<file path="src/rtl/dmem_arbiter_pkg.sv">
// rtl/dmem_arbiter_pkg.sv - shared types for the data-memory arbiter
package dmem_arbiter_pkg;

    localparam int TAG_W = 4;

    typedef logic [TAG_W-1:0] tag_t;
    typedef logic [31:0]      rv32i_word;

    typedef enum logic [1:0] {
        IDLE,
        STORE,
        LOAD,
        LOAD_DRAIN
    } dmem_arb_state_t;

    function automatic rv32i_word word_align(input rv32i_word addr);
        return {addr[31:2], 2'b00};
    endfunction

endpackage

</file>
<file path="src/rtl/dmem_arbiter_if.sv">
// rtl/dmem_arbiter_if.sv - ROB store, load-buffer and data-cache signal bundle
interface dmem_arbiter_if;
    import dmem_arbiter_pkg::*;

    logic      rob_mem_write;
    rv32i_word rob_mem_address;
    rv32i_word rob_mem_wdata;
    logic [3:0] rob_mem_byte_enable;
    logic      rob_mem_resp;

    logic      ld_mem_read;
    rv32i_word ld_mem_address;
    tag_t      ld_tag;
    logic      ld_mem_resp;
    rv32i_word ld_mem_rdata;
    tag_t      ld_resp_tag;

    logic      flush;

    logic      dcache_read;
    logic      dcache_write;
    rv32i_word dcache_address;
    rv32i_word dcache_wdata;
    logic [3:0] dcache_byte_enable;
    logic      dcache_resp;
    rv32i_word dcache_rdata;

    // Arbiter side
    modport slave (
        input  rob_mem_write, rob_mem_address, rob_mem_wdata, rob_mem_byte_enable,
        output rob_mem_resp,
        input  ld_mem_read, ld_mem_address, ld_tag,
        output ld_mem_resp, ld_mem_rdata, ld_resp_tag,
        input  flush,
        output dcache_read, dcache_write, dcache_address, dcache_wdata, dcache_byte_enable,
        input  dcache_resp, dcache_rdata
    );

    // Requester / cache side
    modport master (
        output rob_mem_write, rob_mem_address, rob_mem_wdata, rob_mem_byte_enable,
        input  rob_mem_resp,
        output ld_mem_read, ld_mem_address, ld_tag,
        input  ld_mem_resp, ld_mem_rdata, ld_resp_tag,
        output flush,
        input  dcache_read, dcache_write, dcache_address, dcache_wdata, dcache_byte_enable,
        output dcache_resp, dcache_rdata
    );

endinterface

</file>
<file path="src/rtl/dmem_perf_counter.sv">
// rtl/dmem_perf_counter.sv - 32-bit wrapping event counter
module dmem_perf_counter (
    input  logic        clk,
    input  logic        rst,
    input  logic        inc,
    output logic [31:0] count
);

    always_ff @(posedge clk) begin
        if (rst)
            count <= 32'd0;
        else if (inc)
            count <= count + 32'd1;
    end

endmodule

</file>
<file path="src/rtl/dmem_arbiter.sv">
// rtl/dmem_arbiter.sv - arbitrates ROB stores and buffered loads onto one data-cache port
// Optional perf counters enabled by DMEM_ARB_PERF_EN.
module dmem_arbiter
    import dmem_arbiter_pkg::*;
(
    input  logic            clk,
    input  logic            rst,
    dmem_arbiter_if.slave   bus
`ifdef DMEM_ARB_PERF_EN
    ,
    output rv32i_word       perf_store_cnt,
    output rv32i_word       perf_load_cnt,
    output rv32i_word       perf_stall_cnt
`endif
);

    dmem_arb_state_t state, state_next;

    rv32i_word  addr_q, wdata_q;
    logic [3:0] be_q;
    tag_t       tag_q;

    rv32i_word  addr_d, wdata_d;
    logic [3:0] be_d;
    tag_t       tag_d;

    logic store_grant, load_grant;
    logic rob_resp_c, ld_resp_c;

    logic       dc_read_q, dc_write_q;
    rv32i_word  dc_addr_q, dc_wdata_q;
    logic [3:0] dc_be_q;

    always_ff @(posedge clk) begin
        if (rst)
            state <= IDLE;
        else
            state <= state_next;
    end

    // Flush only blocks new loads and kills an in-flight load; stores are committed.
    always_comb begin
        state_next = state;
        case (state)
            IDLE: begin
                if (bus.rob_mem_write)
                    state_next = STORE;
                else if (bus.ld_mem_read && !bus.flush)
                    state_next = LOAD;
            end
            STORE: begin
                if (bus.dcache_resp)
                    state_next = IDLE;
            end
            LOAD: begin
                if (bus.dcache_resp)
                    state_next = IDLE;
                else if (bus.flush)
                    state_next = LOAD_DRAIN;
            end
            LOAD_DRAIN: begin
                if (bus.dcache_resp)
                    state_next = IDLE;
            end
            default: state_next = IDLE;
        endcase
    end

    always_comb begin
        store_grant = 1'b0;
        load_grant  = 1'b0;
        rob_resp_c  = 1'b0;
        ld_resp_c   = 1'b0;
        case (state)
            IDLE: begin
                store_grant = bus.rob_mem_write;
                load_grant  = !bus.rob_mem_write && bus.ld_mem_read && !bus.flush;
            end
            STORE:      rob_resp_c = bus.dcache_resp && !rst;
            LOAD:       ld_resp_c  = bus.dcache_resp && !bus.flush && !rst;
            LOAD_DRAIN: ;
            default:    ;
        endcase
    end

    always_comb begin
        addr_d  = addr_q;
        wdata_d = wdata_q;
        be_d    = be_q;
        tag_d   = tag_q;
        if (store_grant) begin
            addr_d  = bus.rob_mem_address;
            wdata_d = bus.rob_mem_wdata;
            be_d    = bus.rob_mem_byte_enable;
        end else if (load_grant) begin
            addr_d  = bus.ld_mem_address;
            tag_d   = bus.ld_tag;
        end
    end

    always_ff @(posedge clk) begin
        if (rst) begin
            addr_q  <= '0;
            wdata_q <= '0;
            be_q    <= '0;
            tag_q   <= '0;
        end else begin
            addr_q  <= addr_d;
            wdata_q <= wdata_d;
            be_q    <= be_d;
            tag_q   <= tag_d;
        end
    end

    // Cache request is registered from the next-state view so it appears the cycle after grant.
    always_ff @(posedge clk) begin
        if (rst) begin
            dc_read_q  <= 1'b0;
            dc_write_q <= 1'b0;
            dc_addr_q  <= '0;
            dc_wdata_q <= '0;
            dc_be_q    <= '0;
        end else begin
            dc_write_q <= (state_next == STORE);
            dc_read_q  <= (state_next == LOAD) || (state_next == LOAD_DRAIN);
            dc_addr_q  <= word_align(addr_d);
            dc_wdata_q <= (state_next == STORE) ? wdata_d : '0;
            if (state_next == STORE)
                dc_be_q <= be_d;
            else if ((state_next == LOAD) || (state_next == LOAD_DRAIN))
                dc_be_q <= 4'hF;
            else
                dc_be_q <= 4'h0;
        end
    end

    assign bus.dcache_read        = dc_read_q;
    assign bus.dcache_write       = dc_write_q;
    assign bus.dcache_address     = dc_addr_q;
    assign bus.dcache_wdata       = dc_wdata_q;
    assign bus.dcache_byte_enable = dc_be_q;

    assign bus.rob_mem_resp = rob_resp_c;
    assign bus.ld_mem_resp  = ld_resp_c;
    assign bus.ld_mem_rdata = ld_resp_c ? bus.dcache_rdata : '0;
    assign bus.ld_resp_tag  = ld_resp_c ? tag_q : '0;

`ifdef DMEM_ARB_PERF_EN
    logic stall_inc;
    assign stall_inc = bus.ld_mem_read && !load_grant && !ld_resp_c;

    dmem_perf_counter u_store_cnt (.clk(clk), .rst(rst), .inc(rob_resp_c), .count(perf_store_cnt));
    dmem_perf_counter u_load_cnt  (.clk(clk), .rst(rst), .inc(ld_resp_c),  .count(perf_load_cnt));
    dmem_perf_counter u_stall_cnt (.clk(clk), .rst(rst), .inc(stall_inc),  .count(perf_stall_cnt));
`endif

endmodule
</file>
<file path="src/flat_wrapper.sv">
// flat-port wrapper written by rule: the top's interface ports become plain ports
module dmem_arbiter_flat import dmem_arbiter_pkg::*;
  (clk, rst, bus_rob_mem_write, bus_rob_mem_address, bus_rob_mem_wdata, bus_rob_mem_byte_enable, bus_rob_mem_resp, bus_ld_mem_read, bus_ld_mem_address, bus_ld_tag, bus_ld_mem_resp, bus_ld_mem_rdata, bus_ld_resp_tag, bus_flush, bus_dcache_read, bus_dcache_write, bus_dcache_address, bus_dcache_wdata, bus_dcache_byte_enable, bus_dcache_resp, bus_dcache_rdata);
  dmem_arbiter_if bus_i ();
  input  logic clk;
  input  logic rst;
  input wire logic [$bits(bus_i.rob_mem_write)-1:0] bus_rob_mem_write;
  input wire logic [$bits(bus_i.rob_mem_address)-1:0] bus_rob_mem_address;
  input wire logic [$bits(bus_i.rob_mem_wdata)-1:0] bus_rob_mem_wdata;
  input wire logic [$bits(bus_i.rob_mem_byte_enable)-1:0] bus_rob_mem_byte_enable;
  output wire logic [$bits(bus_i.rob_mem_resp)-1:0] bus_rob_mem_resp;
  input wire logic [$bits(bus_i.ld_mem_read)-1:0] bus_ld_mem_read;
  input wire logic [$bits(bus_i.ld_mem_address)-1:0] bus_ld_mem_address;
  input wire logic [$bits(bus_i.ld_tag)-1:0] bus_ld_tag;
  output wire logic [$bits(bus_i.ld_mem_resp)-1:0] bus_ld_mem_resp;
  output wire logic [$bits(bus_i.ld_mem_rdata)-1:0] bus_ld_mem_rdata;
  output wire logic [$bits(bus_i.ld_resp_tag)-1:0] bus_ld_resp_tag;
  input wire logic [$bits(bus_i.flush)-1:0] bus_flush;
  output wire logic [$bits(bus_i.dcache_read)-1:0] bus_dcache_read;
  output wire logic [$bits(bus_i.dcache_write)-1:0] bus_dcache_write;
  output wire logic [$bits(bus_i.dcache_address)-1:0] bus_dcache_address;
  output wire logic [$bits(bus_i.dcache_wdata)-1:0] bus_dcache_wdata;
  output wire logic [$bits(bus_i.dcache_byte_enable)-1:0] bus_dcache_byte_enable;
  input wire logic [$bits(bus_i.dcache_resp)-1:0] bus_dcache_resp;
  input wire logic [$bits(bus_i.dcache_rdata)-1:0] bus_dcache_rdata;
  assign bus_i.rob_mem_write = bus_rob_mem_write;
  assign bus_i.rob_mem_address = bus_rob_mem_address;
  assign bus_i.rob_mem_wdata = bus_rob_mem_wdata;
  assign bus_i.rob_mem_byte_enable = bus_rob_mem_byte_enable;
  assign bus_rob_mem_resp = bus_i.rob_mem_resp;
  assign bus_i.ld_mem_read = bus_ld_mem_read;
  assign bus_i.ld_mem_address = bus_ld_mem_address;
  assign bus_i.ld_tag = bus_ld_tag;
  assign bus_ld_mem_resp = bus_i.ld_mem_resp;
  assign bus_ld_mem_rdata = bus_i.ld_mem_rdata;
  assign bus_ld_resp_tag = bus_i.ld_resp_tag;
  assign bus_i.flush = bus_flush;
  assign bus_dcache_read = bus_i.dcache_read;
  assign bus_dcache_write = bus_i.dcache_write;
  assign bus_dcache_address = bus_i.dcache_address;
  assign bus_dcache_wdata = bus_i.dcache_wdata;
  assign bus_dcache_byte_enable = bus_i.dcache_byte_enable;
  assign bus_i.dcache_resp = bus_dcache_resp;
  assign bus_i.dcache_rdata = bus_dcache_rdata;
  dmem_arbiter u_core (.clk(clk), .rst(rst), .bus(bus_i));
endmodule
</file>
<file path="config.mk">
export PLATFORM = sky130hd
export DESIGN_NAME = dmem_arbiter_flat
export DESIGN_NICKNAME = d
export VERILOG_FILES = /design/src/rtl/dmem_arbiter_pkg.sv /design/src/rtl/dmem_arbiter_if.sv /design/src/rtl/dmem_perf_counter.sv /design/src/rtl/dmem_arbiter.sv /design/src/flat_wrapper.sv
export SDC_FILE = /design/constraint.sdc
export NUM_CORES = 1
export LEC_CHECK = 0
export ABC_AREA = 0
export CAP_MARGIN = 25
export CORE_ASPECT_RATIO = 1.1
export CORE_MARGIN = 4
export CORE_UTILIZATION = 30
export DETAILED_ROUTE_END_ITERATION = 8
export PLACE_DENSITY = 0.65
export REMOVE_ABC_BUFFERS = 1
export SLEW_MARGIN = 20
export SYNTH_ARGS = -nofsm -noshare
export SYNTH_HDL_FRONTEND = slang
export SYNTH_SLANG_ARGS = --single-unit
</file>
<file path="constraint.sdc">
create_clock -name clk -period 2.55 [get_ports clk]
set_input_delay 0.6375 -clock clk [delete_from_list [all_inputs] [get_ports clk]]
set_output_delay 0.6375 -clock clk [all_outputs]
set_load 0.02 [all_outputs]
</file>
Word level (Yosys, flattened, before mapping) --
Cells that the tools add are included.
Operators by class: eq/ne operators 6, muxes and demuxes 18, bitwise logic cells 2, reduce and logical (&&, ||, !) cells 14
Operators with widths (number):
- two-way mux 32 bit | 4
- two-way mux 4 bit | 4
- two-way mux 2 bit | 5
- equality test 2 bit, second input constant | 4
- logical AND 1 bit | 6
- one-hot mux 2 bit (3 select lines) | 1
- equality test 2 x 1 -> 1 bit, second input constant | 2
- two-way mux 1 bit | 4
- OR reduction 2 bit | 2
- logical NOT 1 bit | 3
- logical NOT 2 bit | 1
- NOT 1 bit | 2
- AND reduction 2 bit | 1
- logical OR 1 bit | 1
Storage, ports and cells: flip-flop bits (word level) 112, output and inout port bits 108

Longest topological paths before layout --
word-level depth 9, depth in mapped cells 6, depth with buffers taken out 3

Least setup slack after synthesis --
No wires, ideal clock.
kind input -> output, start input rst, end output bus_ld_mem_rdata[22], data arrival time 1.724 ns, data required time 1.913 ns, path slack 0.188 ns, stages 5, buffers on the path 3, path through clkbuf_1 and4b_1 clkbuf_1 buf_2 and2_1
Between the ends: longest elaborated chain between the ends 4
Ends and longest elaborated chain:
- start, declared | RTL line flat_wrapper.sv:6 | input logic rst;
- logical NOT 1 bit | RTL line dmem_arbiter.sv:80 | LOAD: ld_resp_c = bus.dcache_resp && !bus.flush && !rst;
- logical AND 1 bit | RTL line dmem_arbiter.sv:80
- two-way mux 1 bit | RTL line dmem_arbiter.sv:74 | case (state)
- net bus_ld_mem_resp | RTL line flat_wrapper.sv:15 | output wire logic [$bits(bus_i.ld_mem_resp)-1:0] bus_ld_mem_resp;
- two-way mux 32 bit | RTL line dmem_arbiter.sv:145 | assign bus.ld_mem_rdata = ld_resp_c ? bus.dcache_rdata : '0;
- end, declared | RTL line flat_wrapper.sv:16 | output wire logic [$bits(bus_i.ld_mem_rdata)-1:0] bus_ld_mem_rdata;
The timed path passes the listed nets, and every way through them passes these cells.

Worst setup path in the final report --
start input bus_flush, end output bus_ld_mem_rdata[30]
Between the ends: longest elaborated chain between the ends 5
Ends and longest elaborated chain:
- start, declared | RTL line flat_wrapper.sv:18 | input wire logic [$bits(bus_i.flush)-1:0] bus_flush;
- logical NOT 1 bit | RTL line dmem_arbiter.sv:80
- logical AND 1 bit (2 in series) | RTL line dmem_arbiter.sv:80
- two-way mux 1 bit | RTL line dmem_arbiter.sv:74
- two-way mux 32 bit | RTL line dmem_arbiter.sv:145
Every way passes these cells.

==> flow_summary.json <==
{
  "ctsHtreeMaxLevel": 3,
  "cts_max_path_buffers": 2,
  "die_h_um": 134.9,
  "cts_made_buffers": 9,
  "dp_slack_ns": -0.4324,
  "antenna_found_initial": 0,
  "ys_top_cells_by_area": "dfxtp_1, a211oi_1, mux2i_1",
  "cts_root_buf": "clkbuf_16",
  "final-setup-viol-count": 0,
  "worst_ep_required_time_ns": 1.91,
  "synth_seq_cells": 110,
  "worstPathCellList": "dlymetal6s2s_1 > nor2_1 > and4b_4 > clkbuf_16 > and2_1 > buf_6",
  "cp_slowest_stage_delay_ns": 0.38,
  "cts_setup_buffers": 0,
  "gp_congestion": 0.7751,
  "grt_max_degree": 78,
  "drt_iter0_drc": 172,
  "layout.nets": 826,
  "ir_drop_uv": 399.7,
  "core_sq_um": 14390,
  "hpwl_mm": 10.15,
  "hold-worst-slack_ns": 0.4531,
  "p_leak_uw": 0.002956,
  "grt_use_total_pct": 15.47,
  "first_pass_iters": 4,
  "drive_gt1_share_pct": 18.58,
  "slew_headroom_pct": 44.52,
  "min_path_type": "reg -> reg",
  "num_antenna_cells": 0,
  "cts_sinks": 110,
  "syn_area_sq_um": 4394,
  "drv_cap": 0,
  "synth_edf_count": 0,
  "finalInstanceArea_sq_um": 7458,
  "drt-total-wl_mm": 14.02,
  "critPathMaxFanout": 7,
  "synth.top_cells.by_count": "dfxtp_1, nor2_1, a211oi_1",
  "fin_cells": 881,
  "ys_seq_area_share_pct": 50.11,
  "worstMarginPinSlew_ns": 0.8321,
  "dpl.cell_count": 859,
  "start_util_pct": 30.54,
  "port_buffers": 243,
  "synth.distinct_cells": 28,
  "netlist_instances": 447,
  "clk_latency_ns": 0.34,
  "cp.arrival_ns": 1.71,
  "avgRoutedWirePerCell_um": 15.91,
  "powerDensity_nw_per_um2": 567.5,
  "grt_setup_unrepaired": "false",
  "cts_hold_buffers": 0,
  "cts_tree": "done",
  "maxSlewViolCount": 0,
  "dpl_cell_area_sq_um": 6994,
  "max_freq_mhz": 426.0,
  "ys.flop_type": "dfxtp_1",
  "vias": 4015,
  "grt_pass1_vias": 3950,
  "yosys.area.top_type": "dfxtp_1",
  "finalCritPeriodShare_pct": 92.06,
  "worst_slack_ns": 0.2025,
  "drc": 0,
  "synthArstFlopShare_pct": 0,
  "avgViaCountPerCell": 4.557,
  "grt_pass1_wl_mm": 20.47,
  "critPathKind": "in -> out",
  "overflow": 0,
  "clkTransAtPathRegs_ns": 0.07,
  "area_growth_syn_to_layout_pct": 69.73,
  "fp-row-count": 46,
  "synth_most_common_cell": "dfxtp_1",
  "synth_warnings": 0,
  "yosys.area.top_type_share_pct": 50.11,
  "min_period_ns": 2.347,
  "start_kind": "input port",
  "die_x_um": 123.4,
  "avgSynthCellArea_sq_um": 9.830,
  "pin_count": 250,
  "fin_skew_ns": 0.008245,
  "hold_viol": 0,
  "cp-end-kind": "output pin",
  "cp_slowest_cell": "and4b_4",
  "status": "complete, no violations",
  "ant_nets": 0,
  "setup-tns-final_ns": 0,
  "die_area_sq_um": 16650
}
[sequential cells by signal, summed over array words and instances, names as in the netlist]
register and cells:
u_core.bus.dcache_write 1, u_core.bus.dcache_wdata 32, u_core.state 2, u_core.bus.dcache_read 1, u_core.wdata_q 32, u_core.bus.dcache_byte_enable 4, u_core.addr_q 30, u_core.be_q 4
u_core.tag_q 4
[critical path, delay by kind of cell]
family | cells | cell delay, ns
simple gates | 3 | 0.63
buf+inv | 3 | 0.43
[layout by cell type (no fill, tap or decap), drive strengths merged, types with 4 or more instances in the layout]
cell type,count
a211oi,61
a21oi,6
and2,36
buf,57
clkbuf,12
clkdlybuf4s50,201
dfxtp,110
inv,36
mux2,30
mux2i,36
nand3,4
nor2,72
o21ai,5
o22ai,4
[per-stage QoR]
stage | util, % | power, uW
after CTS | 50.88 | 4304
final | 51.83 | 4233
after global placement | 48.61 | 2820
after global routing | 51.83 | 4441
after detailed placement | 48.61 | 2841
after floorplan | - | 2330
[where the power goes]
group	internal [uW]	leakage [uW]	switching, uW	total (uW)
combinational	489	0.00190	416	905
clock	784	0.000150	651	1440
sequential	1840	0.000904	48.2	1890
[cells by family after synthesis]
| family | Yosys count | synth area share (%) |
|---|---|---|
| simple gates | 120 | 13.35 |
| flops | 110 | 50.11 |
| compound gates | 78 | 12.73 |
| buf+inv | 72 | 7.830 |
| mux | 66 | 15.89 |
| other cells | 1 | 0.08534 |
[repair_timing]
action                     4_1_cts  5_1_grt
setup endpoints to repair       38       37
pin swaps                        0        2
resized for setup              209       21
gates cloned                     1        5
[cell type report]
cell class,instances,area (sq um)
sequential,110,2202
clock inverter,7,86.33
tap,192,240.2
timing repair buffer,265,2684
clock buffer,9,225.2
inverter,32,120.1
multi-input combinational,266,1901
fill,1295,6930
[path summary, 6_finish.rpt]
check                    startpoint              endpoint  slack (ns)  cells after the start
hold / removal    u_core.addr_q[29]     u_core.addr_q[29]        0.45                      2
setup / recovery          bus_flush  bus_ld_mem_rdata[30]        0.20                      6
hold reg to reg   u_core.addr_q[29]     u_core.addr_q[29]        0.45                      2
setup reg to reg    u_core.state[0]     u_core.addr_q[13]        0.84                      6
[per-layer routing]
| metal | track usage, % | wire (um) | up-vias |
|---|---|---|---|
| met3 | 4.525 | 1263 | 19 |
| met5 | 0 | 0 | - |
| li1 | - | - | 1983 |
| met2 | 27.38 | 6937 | 144 |
| met1 | 17.62 | 5530 | 1869 |
| met4 | 5.231 | 287 | 0 |
(Power assumes the default switching activity.)
==> edit 1, RTL diff (config.mk and constraints unchanged) <==
`be_q` no longer has a reset.
--- a/src/rtl/dmem_arbiter.sv
+++ b/src/rtl/dmem_arbiter.sv
@@ -102,14 +102,16 @@
         if (rst) begin
             addr_q  <= '0;
             wdata_q <= '0;
-            be_q    <= '0;
             tag_q   <= '0;
         end else begin
             addr_q  <= addr_d;
             wdata_q <= wdata_d;
-            be_q    <= be_d;
             tag_q   <= tag_d;
         end
+    end
+
+    always_ff @(posedge clk) begin
+        be_q <= be_d;
     end
 
     // Cache request is registered from the next-state view so it appears the cycle after grant.
Formal check against the unedited RTL: same outputs for any inputs over 10 cycles, from zero or initial values and one cycle with rst high; that may be too few to reach the edited logic, so the function may still have changed.
==> edit 1 against the unedited design <==
Hold slack improved by 0.013 ns; via count decreased by 6.6%; worst setup slack got worse by 0.072 ns; combinational power decreased by 0.9%; total power decreased by 0.56%; area after synthesis decreased by 8.6%; wire length decreased by 11%; sequential cell count decreased by 1; design area decreased by 8.5%.
==> edit 1: results (changes against the unedited design) <==
INFO  worst_setup_path reg_to_reg_critical_path_endpoint=u_core.bus.dcache_wdata[17] [was u_core.addr_q[13]]
INFO  routing        met2WireLength=6030microns [was 6940 microns]
INFO  finish         final.signal_buffer_count=259 [was 265]
INFO  placed_design  pre_cts_slack=-0.481ns [was -0.432 ns]
INFO  routing        detailed_route_wire_length=12500microns [was 14000 microns]
INFO  finish         nMultiInputCombCells=285 [was 266]
INFO  routing        drt_iter0_drc=138 [was 172]
INFO  worst_setup_path worstPathMaxFanout=18 [was 7]
INFO  global_routing grt_max_degree=61 [was 78]
INFO  worst_setup_path critical_path_capture_point=bus_ld_mem_rdata[10] [was bus_ld_mem_rdata[30]]
INFO  finish         nonClockInverterCount=4 [was 32]
INFO  synth          syn-instance-count=429 [was 447]
INFO  worst_setup_path crit_start=rst [was bus_flush]
INFO  finish         fraction_of_area_in_clock_buffers_and_inverters=0.0451 [was 0.0418]
INFO  worst_hold_path whs_endpoint=u_core.be_q[1] [was u_core.addr_q[29]]
INFO  pwr            swShare=0.258 [was 0.263]
INFO  global_routing grt_util_met2=0.260 [was 0.274]
INFO  finish         final_net_count=810 [was 826]
INFO  synth          ys_types=30 [was 28]
INFO  synth          leading_post_synthesis_cells_by_cell_area=sky130_fd_sc_hd__dfxtp_1 (54%), sky130_fd_sc_hd__mux2i_1 (9.0%), sky130_fd_sc_hd__nor2_1 (6.5%), sky130_fd_sc_hd__nand2_1 (5.7%), sky130_fd_sc_hd__and2_1 (5.6%) [was sky130_fd_sc_hd__dfxtp_1 (50%), sky130_fd_sc_hd__a211oi_1 (10%), sky130_fd_sc_hd__mux2i_1 (8.2%), sky130_fd_sc_hd__mux2_2 (7.7%), sky130_fd_sc_hd__nor2_1 (6.2%)]
INFO  status         status=complete, no violations [unchanged]
INFO  finish         drive_gt1_frac=0.116 [was 0.186]
INFO  finish         layout.filler_cells=1249 [was 1295]
INFO  synth          synthesized_area_fraction_occupied_by_ao_oa_aoi_and_oai_cells=0.102 [was 0.127]
INFO  worst_setup_path ff2ff_path_depth=5 [was 6]
INFO  worst_setup_path critical-path-top-delay-family=buffers and inverters [was simple AND/OR/NAND/NOR gates]
INFO  pwr            max-vdd-ir-drop=0.000474V [was 0.000400 V]
INFO  placed_design  post-place-cells=817 [was 859]
-- edit 1: changes by cell type in the layout (fill, tap and decap cells not counted), moves of 21 or more --
| cell | change |
|---|---|
| sky130_fd_sc_hd__o21ai_0 | +21 |
| sky130_fd_sc_hd__buf_6 | -26 |
| sky130_fd_sc_hd__a31oi_1 | +30 |
| sky130_fd_sc_hd__a211oi_1 | -61 |
| sky130_fd_sc_hd__inv_1 | -28 |
| sky130_fd_sc_hd__buf_2 | +22 |
| sky130_fd_sc_hd__mux2_2 | -28 |
| sky130_fd_sc_hd__nand2_1 | +61 |
-- edit 1: power by group through the flow --
stage / clock network [mW] / registers [mW] / logic [mW]
finish: 1.42 / 1.89 / 0.897
global route: 1.54 / 1.91 / 0.969
CTS: 1.47 / 1.89 / 0.909
detailed placement: 0 / 1.93 / 0.907
global placement: 0 / 1.93 / 0.896
floorplan: 0 / 2.04 / 0.280
-- edit 1: repair_timing --
item | CTS | global route
setup endpoints to repair | 38 | 0
buffers inserted | 0 | 0
resized for setup | 158 | 0
==> edit 2, RTL diff (same flow settings) <==
Without the edit above. Change the package constant `TAG_W` from 4 to 6.
--- a/src/rtl/dmem_arbiter_pkg.sv
+++ b/src/rtl/dmem_arbiter_pkg.sv
@@ -1,7 +1,7 @@
 // rtl/dmem_arbiter_pkg.sv - shared types for the data-memory arbiter
 package dmem_arbiter_pkg;
 
-    localparam int TAG_W = 4;
+    localparam int TAG_W = 6;
 
     typedef logic [TAG_W-1:0] tag_t;
     typedef logic [31:0]      rv32i_word;
Ports: changed (resized bus_ld_resp_tag and bus_ld_tag); port bits go from 250 to 254. The function was not compared with the original's and may differ.
==> edit 2 against the unedited design <==
Design area is 0.54% lower; maximum frequency decreased by 4.2%; total power increased by 0.78%; area after synthesis grew 2.3%; sequential share of layout area rose by 0.70 points; global-route usage grew 0.56 points; synthesized cell count grew 2.5%; wire length increased by 0.67%; first-iteration DRC count is 1.7% higher; utilization fell by 0.89 points; worst setup slack worse by 0.10 ns; count of clock-buffer cells in the layout rose by 1; sequential cell count up 2; hold slack better by 0.0024 ns; largest cell class unchanged; largest power group unchanged.
==> edit 2: results (changes against the unedited design) <==
INFO  worst_setup_path worstPathMaxFanout=10 [was 7]
INFO  routing        met2WireLength=6670microns [was 6940 microns]
INFO  worst_setup_path crit_path_top_delay_cell=sky130_fd_sc_hd__bufbuf_16 [was sky130_fd_sc_hd__and4b_4]
INFO  global_routing grt_max_degree=81 [was 78]
INFO  sta            timing.slew.headroom=0.407 [was 0.445]
INFO  global_routing wire_length_of_the_first_global_routing_pass=22200microns [was 20500 microns]
INFO  sta            post-route-min-period=2.45ns [was 2.35 ns]
INFO  synth          ys_types=27 [was 28]
INFO  routing        wl_met3=1280microns [was 1260 microns]
INFO  global_routing gr-usage-met3=0.0644 [was 0.0452]
INFO  cts            post-cts-setup-buffers=2 [was 0]
INFO  synth          post_synth_most_frequent_cells=sky130_fd_sc_hd__dfxtp_1 (112), sky130_fd_sc_hd__nor2_1 (72), sky130_fd_sc_hd__a211oi_1 (61) [was sky130_fd_sc_hd__dfxtp_1 (110), sky130_fd_sc_hd__nor2_1 (72), sky130_fd_sc_hd__a211oi_1 (61)]
INFO  synth          leading_post_synthesis_cells_by_cell_area=sky130_fd_sc_hd__dfxtp_1 (50%), sky130_fd_sc_hd__a211oi_1 (10%), sky130_fd_sc_hd__mux2i_1 (8.0%), sky130_fd_sc_hd__mux2_2 (7.5%), sky130_fd_sc_hd__nor2_1 (6.0%) [was sky130_fd_sc_hd__dfxtp_1 (50%), sky130_fd_sc_hd__a211oi_1 (10%), sky130_fd_sc_hd__mux2i_1 (8.2%), sky130_fd_sc_hd__mux2_2 (7.7%), sky130_fd_sc_hd__nor2_1 (6.2%)]
INFO  worst_setup_path reg2reg_slack=0.82ns [was 0.84 ns]
INFO  placed_design  gpl.final_weighted_congestion=0.865 [was 0.775]
INFO  synth          synth_mux_area_frac=0.155 [was 0.159]
INFO  worst_setup_path critical_path_capture_point=bus_ld_mem_rdata[15] [was bus_ld_mem_rdata[30]]
INFO  worst_setup_path reg2reg_launch_point=u_core.state[1] [was u_core.state[0]]
INFO  global_routing grt.met1_usage=0.190 [was 0.176]
INFO  worst_setup_path critical-path-top-delay-family=buffers and inverters [was simple AND/OR/NAND/NOR gates]
INFO  global_routing grt_use_total=0.160 [was 0.155]
INFO  finish         drive_gt1_frac=0.166 [was 0.186]
INFO  worst_hold_path whs_endpoint=u_core.addr_q[17] [was u_core.addr_q[29]]
INFO  pwr            max-vdd-ir-drop=0.000405V [was 0.000400 V]
INFO  routing        detailed_route_wire_length=14100microns [was 14000 microns]
INFO  pwr            power.leakage=2.97nW [was 2.96 nW]
INFO  worst_hold_path worstHoldStart=u_core.addr_q[17] [was u_core.addr_q[29]]
INFO  pwr            switchingPower=1.10mW [was 1.12 mW]
INFO  status         status=complete, no violations [unchanged]
INFO  worst_setup_path crit_start=bus_dcache_resp [was bus_flush]
INFO  routing        drt-vias-per-instance=4.51 [was 4.56]
INFO  placed_design  hpwlAfterDp=10100microns [about the same]
edit 2: changes by cell type in the layout (fill, tap and decap cells not counted), moves of 3 or more:
cell,unedited run,this run
sky130_fd_sc_hd__buf_4,26,35
sky130_fd_sc_hd__and2_1,23,36
sky130_fd_sc_hd__clkdlybuf4s50_1,201,204
sky130_fd_sc_hd__and2_4,13,2
sky130_fd_sc_hd__clkbuf_16,12,9
sky130_fd_sc_hd__buf_2,2,18
sky130_fd_sc_hd__buf_6,27,4
edit 2: layout make-up:
class | count | area share
Clock buffer | 10 | 0.0322
Clock inverter | 6 | 0.00894
Inverter | 32 | 0.0162
Multi-Input combinational cell | 274 | 0.258
Sequential cell | 112 | 0.302
Tap cell | 192 | 0.0324
Timing Repair Buffer | 269 | 0.350
edit 2: per-stage QoR:
step,util,cells
final,0.509,895
after global routing,0.509,895
after CTS,0.510,895
after detailed placement,0.491,875
after global placement,0.491,875
after floorplan,-,418
